`src/rtl/uart_pkg.sv`:
```
// Shared types and defaults for the UART transmit arbiter.
// Optional packet locking is compiled in with UART_ARB_LOCK_EN.
package uart_pkg;

    localparam int DEF_NUM_REQ      = 4;
    localparam int DEF_LOCK_TIMEOUT = 1023;

`ifdef UART_ARB_LOCK_EN
    typedef enum logic [1:0] {
        ST_IDLE   = 2'd0,
        ST_SEND   = 2'd1,
        ST_LOCKED = 2'd2
    } state_t;
`else
    typedef enum logic [1:0] {
        ST_IDLE = 2'd0,
        ST_SEND = 2'd1
    } state_t;
`endif

endpackage

```
`src/rtl/uart_rr_pick.sv`:
```
// Rotating-priority selector: first set request at or after i_ptr,
// wrapping modulo N.
module uart_rr_pick
    import uart_pkg::*;
#(
    parameter int  N  = DEF_NUM_REQ,
    localparam int IW = $clog2(N)
) (
    input  logic [N-1:0]  i_req,
    input  logic [IW-1:0] i_ptr,
    output logic          o_found,
    output logic [IW-1:0] o_idx
);

    logic [N-1:0]  w_rot;
    logic [IW-1:0] w_off;
    logic [IW:0]   w_sum;

    // bit 0 of w_rot is the requester sitting at i_ptr
    assign w_rot = N'({i_req, i_req} >> i_ptr);

    always_comb begin
        o_found = 1'b0;
        w_off   = '0;
        for (int i = N - 1; i >= 0; i--) begin
            if (w_rot[i]) begin
                o_found = 1'b1;
                w_off   = IW'(i);
            end
        end
    end

    assign w_sum = {1'b0, i_ptr} + {1'b0, w_off};
    assign o_idx = (w_sum >= (IW + 1)'(N)) ?
                   IW'(w_sum - (IW + 1)'(N)) : IW'(w_sum);

endmodule

```
`src/rtl/uart_tx_arb.sv`:
```
// Round-robin arbiter feeding bytes from NUM_REQ requesters to one UART.
// Define UART_ARB_LOCK_EN to keep a grant across a multi-byte packet.
module uart_tx_arb
    import uart_pkg::*;
#(
    parameter int  NUM_REQ      = DEF_NUM_REQ,
    parameter int  LOCK_TIMEOUT = DEF_LOCK_TIMEOUT,
    localparam int IW           = $clog2(NUM_REQ)
) (
    input  logic                   clk,
    input  logic                   rst,
    input  logic [8*NUM_REQ-1:0]   req_data,
    input  logic [NUM_REQ-1:0]     req_valid,
    input  logic [NUM_REQ-1:0]     req_last,
    output logic [NUM_REQ-1:0]     req_ack,
    output logic [7:0]             tx_data,
    output logic                   tx_data_valid,
    input  logic                   tx_data_ack,
    output logic [IW-1:0]          grant_id,
    output logic                   busy
);

    state_t        r_state;
    state_t        w_state_nxt;
    logic [7:0]    r_data;
    logic [7:0]    w_data_nxt;
    logic [IW-1:0] r_grant;
    logic [IW-1:0] w_grant_nxt;
    logic [IW-1:0] r_ptr;
    logic [IW-1:0] w_ptr_nxt;
    logic [IW-1:0] w_ptr_inc;
    logic [IW-1:0] w_pick;
    logic          w_found;
    logic          w_ack;

`ifdef UART_ARB_LOCK_EN
    logic [15:0]   r_timer;
    logic [15:0]   w_timer_nxt;
`else
    logic          w_unused_last;
    assign w_unused_last = ^req_last;
`endif

    uart_rr_pick #(
        .N (NUM_REQ)
    ) u_pick (
        .i_req   (req_valid),
        .i_ptr   (r_ptr),
        .o_found (w_found),
        .o_idx   (w_pick)
    );

    assign w_ack     = tx_data_ack && (r_state == ST_SEND);
    assign w_ptr_inc = (r_grant == IW'(NUM_REQ - 1)) ?
                       '0 : r_grant + IW'(1);

    always_comb begin
        w_state_nxt = r_state;
        w_data_nxt  = r_data;
        w_grant_nxt = r_grant;
        w_ptr_nxt   = r_ptr;
`ifdef UART_ARB_LOCK_EN
        w_timer_nxt = r_timer;
`endif
        unique case (r_state)
            ST_IDLE: begin
                if (w_found) begin
                    w_grant_nxt = w_pick;
                    w_data_nxt  = req_data[8*w_pick +: 8];
                    w_state_nxt = ST_SEND;
                end
            end
            ST_SEND: begin
                if (tx_data_ack) begin
`ifdef UART_ARB_LOCK_EN
                    // mid-packet byte: hold the grant, keep rr_ptr
                    if (!req_last[r_grant]) begin
                        w_state_nxt = ST_LOCKED;
                        w_timer_nxt = '0;
                    end else begin
                        w_state_nxt = ST_IDLE;
                        w_ptr_nxt   = w_ptr_inc;
                    end
`else
                    w_state_nxt = ST_IDLE;
                    w_ptr_nxt   = w_ptr_inc;
`endif
                end
            end
`ifdef UART_ARB_LOCK_EN
            ST_LOCKED: begin
                if (req_valid[r_grant]) begin
                    w_data_nxt  = req_data[8*r_grant +: 8];
                    w_state_nxt = ST_SEND;
                    w_timer_nxt = '0;
                end else if (r_timer == 16'(LOCK_TIMEOUT - 1)) begin
                    w_state_nxt = ST_IDLE;
                    w_ptr_nxt   = w_ptr_inc;
                    w_timer_nxt = '0;
                end else begin
                    w_timer_nxt = r_timer + 16'd1;
                end
            end
`endif
            default: w_state_nxt = ST_IDLE;
        endcase
    end

    always_ff @(posedge clk or negedge rst) begin
        if (!rst) begin
            r_state <= ST_IDLE;
            r_data  <= 8'h00;
            r_grant <= '0;
            r_ptr   <= '0;
`ifdef UART_ARB_LOCK_EN
            r_timer <= '0;
`endif
        end else begin
            r_state <= w_state_nxt;
            r_data  <= w_data_nxt;
            r_grant <= w_grant_nxt;
            r_ptr   <= w_ptr_nxt;
`ifdef UART_ARB_LOCK_EN
            r_timer <= w_timer_nxt;
`endif
        end
    end

    assign req_ack       = w_ack ? (NUM_REQ'(1) << r_grant) : '0;
    assign tx_data       = r_data;
    assign tx_data_valid = (r_state == ST_SEND);
    assign grant_id      = r_grant;
    assign busy          = (r_state != ST_IDLE);

endmodule

```
`config.mk`:
```
export PLATFORM = sky130hd
export DESIGN_NAME = uart_tx_arb
export DESIGN_NICKNAME = d
export VERILOG_FILES = /design/src/rtl/uart_pkg.sv /design/src/rtl/uart_rr_pick.sv /design/src/rtl/uart_tx_arb.sv
export SDC_FILE = /design/constraint.sdc
export NUM_CORES = 1
export LEC_CHECK = 0
export CAP_MARGIN = 20
export CORE_MARGIN = 10
export CORE_UTILIZATION = 40
export DETAILED_ROUTE_END_ITERATION = 10
export GPL_ROUTABILITY_DRIVEN = 1
export PLACE_DENSITY = 0.81
export SLEW_MARGIN = 20
export SYNTH_ARGS = -nofsm -noshare
export SYNTH_HDL_FRONTEND = slang
export SYNTH_SLANG_ARGS = --single-unit
```
`constraint.sdc`:
```
create_clock -name clk -period 3.3 [get_ports clk]
set_clock_uncertainty 0.05 [all_clocks]
set_input_delay 0.66 -clock clk [delete_from_list [all_inputs] [get_ports clk]]
set_output_delay 0.66 -clock clk [all_outputs]
set_load 0.005 [all_outputs]
```
==> summary.md <==
| Metric | Value |
|---|---|
| Initial core utilization | 0.418 |
| Die H | 73.5 um |
| Max-slew violations | 0 |
| Wire per inst | between 15 and 20 um |
| First-pass GRT wire length | 5760 um |
| Largest net degree at the start of global routing | 21 |
| Clock buffer depth | 2 |
| Pint | 846 uW |
| # clock sinks | 13 |
| Hold Fails Final Rpt | 0 |
| Maximum clock rate | 326 MHz |
| Register share of total power | 0.214 |
| Sw power | 647 uW |
| Post-synth ARST share | 1.00 |
| Status | completed |
| Max VDD drop | 0.549 mV |
| Worst Path Required | 3.40 ns |
| Post-synth top area share | 0.284 |
| Synth cell types | 33 |
| Area contributors post-synth | dfrtp_1 (28%), nor2b_1 (10%), a2111oi_1 (7.0%), a221oi_1 (6.9%), o31ai_1 (5.9%) |
| Post-Synthesis Cells | 124 |
| Total Routed Length | between 3000 and 4000 um |
| Worst slew pin tran | ~0.62 ns |
| Skew-Pair Late Insertion Delay | 0.28 ns |
| Synth Flop Type | dfrtp_1 |
| Post-CTS Setup Inserts | 0 |
| RSZ-0062 raised after global routing | false |
| Setup ws final | 0.233 ns |
| Root buffer cell | clkbuf_4 |
| Max H-tree Level | 1 |
| #FFs+latches synth | 13 |
| Num ports | slightly below 60 |
| Leakage | 0.000703 uW |
| Critical Path Source | req_valid[1] |
| Power Density | 839 nW/um2 |
| Clk pwr share | 0.067 |
| Yosys warns | 0 |
| Synthesized cell area | ~1100 um2 |
| Area delta synth->final | 55.7% |
| Fill cells | roughly 240 |
| CP endpoint | tx_data[1]$_DFFE_PN0P_ |
| Hold Path Class | reg2reg |
| Mapped Nets | 172 |
| Worst r2r path cells | 11 |
| Worst slack at placement | -0.0453 ns |
| Die X | 73.5 um |
| Avg Inst Size Synth | 9.22 um2 |
| Critical Path Sink Type | flip-flop |
| Core Region | 2730 um2 |
| Max cap viols | 0 |
| Antenna cells | 0 |
| Top cell type by total area after synthesis | dfrtp_1 |
| Reg2Reg Setup Slack | 0.50 ns |
| Number of vias per cell | between 5 and 6 |
| Period minus WS final | 3.07 ns |
| Crit Path Class | in2reg |
| Final HPWL DP | 2880 um |
| Vias in the first global route | 1,297 |
| Clk slew on worst S/H paths | 0.09 ns |
| Final period util | 0.929 |
| Routability Congestion | 0.794 |
| Maximum fanout along the worst path | 9 |
| TritonCTS clock tree | yes |
| EDFF count, synth | 0 |
| Drt drc | 0 |
| R2r endpoint | tx_data[1]$_DFFE_PN0P_ |
| Detail Route Antenna Nets | 0 |
| Layout cells sized above 1 | 0.115 |
| DIE AREA | 5400 um2 |
| Rel. slew slack | 0.588 |
| Final Util | 0.651 |
| GRT Overall Usage | 0.133 |
| Port Buffer Count | 54 |
| Setup crit start kind | input pin |
| Row count | 19 |
| Critical Path AT | roughly 3.2 ns |
| Grt ovf | 0 |
| Initial antenna violation count | 0 |
| Hold buffers post-CTS | 0 |
| Num CTS Buffers | 3 |
| Post_cts resized | 0 |
| Initial detailed-routing violation count | 67 |
| Final Net Count | around 230 |
| DP Area | 1750 um2 |
| Switch share | 0.433 |
| Reg-to-reg startpoint | r_ptr[0]$_DFFE_PN0P_ |
| Final-report setup violation count | 0 |
| DR pass1 iterations | 5 |
| Post-route cell area | between 1500 and 2000 um2 |
| Seq/Total Area, Yosys | 0.284 |
| Logic pwr share | 0.719 |
| Vias | around 1.2k |
## synthesized netlist by cell type, types with 2 or more instances
master and count:
and3_1 4, clkbuf_1 5, inv_1 2, o21a_1 3, o21ai_1 2, nor2_1 6
mux2_2 2, nand2_1 13, a221oi_1 9, o31ai_1 9, a2111oi_1 8, nor3_1 2
buf_4 2, dfrtp_1 13, nor2b_1 19, a21oi_1 3, buf_6 2, ha_1 5
## cell usage in the layout (no fill, tap or decap), drive strengths merged, types with 2 or more instances in the layout
cell type | Yosys | final
clkdlybuf4s50 | 0 | 54
nor2b | 19 | 19
nand2 | 13 | 13
dfrtp | 13 | 13
o31ai | 10 | 10
buf | 4 | 10
a221oi | 9 | 9
a2111oi | 8 | 8
nor2 | 6 | 6
ha | 5 | 5
and3 | 4 | 4
clkbuf | 5 | 4
a21oi | 3 | 3
o21a | 3 | 3
nor4 | 3 | 3
inv | 2 | 2
nor3 | 2 | 2
o21ai | 2 | 2
mux2 | 2 | 2
## kinds of logic (layout without fill, tap and decap cells)
family	Yosys count	in the layout	share of synthesized area
AO/OA/AOI/OAI	36	36	0.277
XOR/XNOR	2	2	0.0153
adder cells (fa/ha/maj)	5	5	0.0547
buffers and inverters	11	70	0.0558
flip-flops	13	13	0.284
multiplexers	3	3	0.0284
AND/OR/NAND/NOR	54	54	0.284
## final cells by class
type	count	area, um2	area share
clock buffers	4	26.3	0.0148
inverters	2	7.51	0.00422
multi-input cells	100	754	0.424
flip-flops and latches	13	325	0.183
well taps	31	38.8	0.0218
repair buffers	64	628	0.353
## stage by stage
step | setup TNS [ns] | total power [uW] | hold WS [ns] | instances
after floorplan | 0 | 959 | 0.314 | 124
after global placement | 0 | 1360 | 0.412 | 210
after detailed placement | -0.171 | 1400 | 0.415 | 210
after CTS | 0 | 1510 | 0.435 | 214
after global routing | 0 | 1630 | 0.452 | 214
final | 0 | 1490 | 0.431 | 214
## power by group through the flow
stage | clock [uW] | sequential [uW] | combinational, uW
final | 99.8 | 319 | 1070
after global routing | 108 | 332 | 1190
after CTS | 103 | 320 | 1090
after detailed placement | 0 | 322 | 1080
after global placement | 0 | 314 | 1040
after floorplan | 0 | 289 | 670
## worst max-delay path, stage by stage
cell and delay (ns):
clkdlybuf4s50_1 0.53, nor2b_1 0.07, a221oi_1 0.26, a21oi_1 0.06, or3_1 0.35, ha_1 0.23
xnor2_1 0.15, buf_4 0.16, nor4_4 0.03, buf_4 0.19, a2111oi_1 0.37, o31ai_1 0.10
## state kept, by name (all words and copies together) (netlist names)
register,count
grant_id,2
r_ptr,2
tx_data,8
r_state,1
## worst min-delay path by stage
stage | from | end | slack [ns] | cells past startpoint
final | tx_data[6]$_DFFE_PN0P_ | tx_data[6]$_DFFE_PN0P_ | 0.43 | 2
after global routing | tx_data[2]$_DFFE_PN0P_ | tx_data[2]$_DFFE_PN0P_ | 0.45 | 2
after CTS | tx_data[6]$_DFFE_PN0P_ | tx_data[6]$_DFFE_PN0P_ | 0.44 | 2
after detailed placement | tx_data[6]$_DFFE_PN0P_ | tx_data[6]$_DFFE_PN0P_ | 0.41 | 2
after global placement | tx_data[6]$_DFFE_PN0P_ | tx_data[6]$_DFFE_PN0P_ | 0.41 | 2
after floorplan | rst | grant_id[0]$_DFFE_PN0P_ | 0.31 | 0
## metal layers
layer	wire length (um)	share of wire	global-route usage
met5	0	0	0
met4	30	0.0086	0.0352
met3	295	0.084	0.0565
met2	1840	0.53	0.245
met1	1330	0.38	0.131
Note: power is estimated with default switching activity, not from simulation.
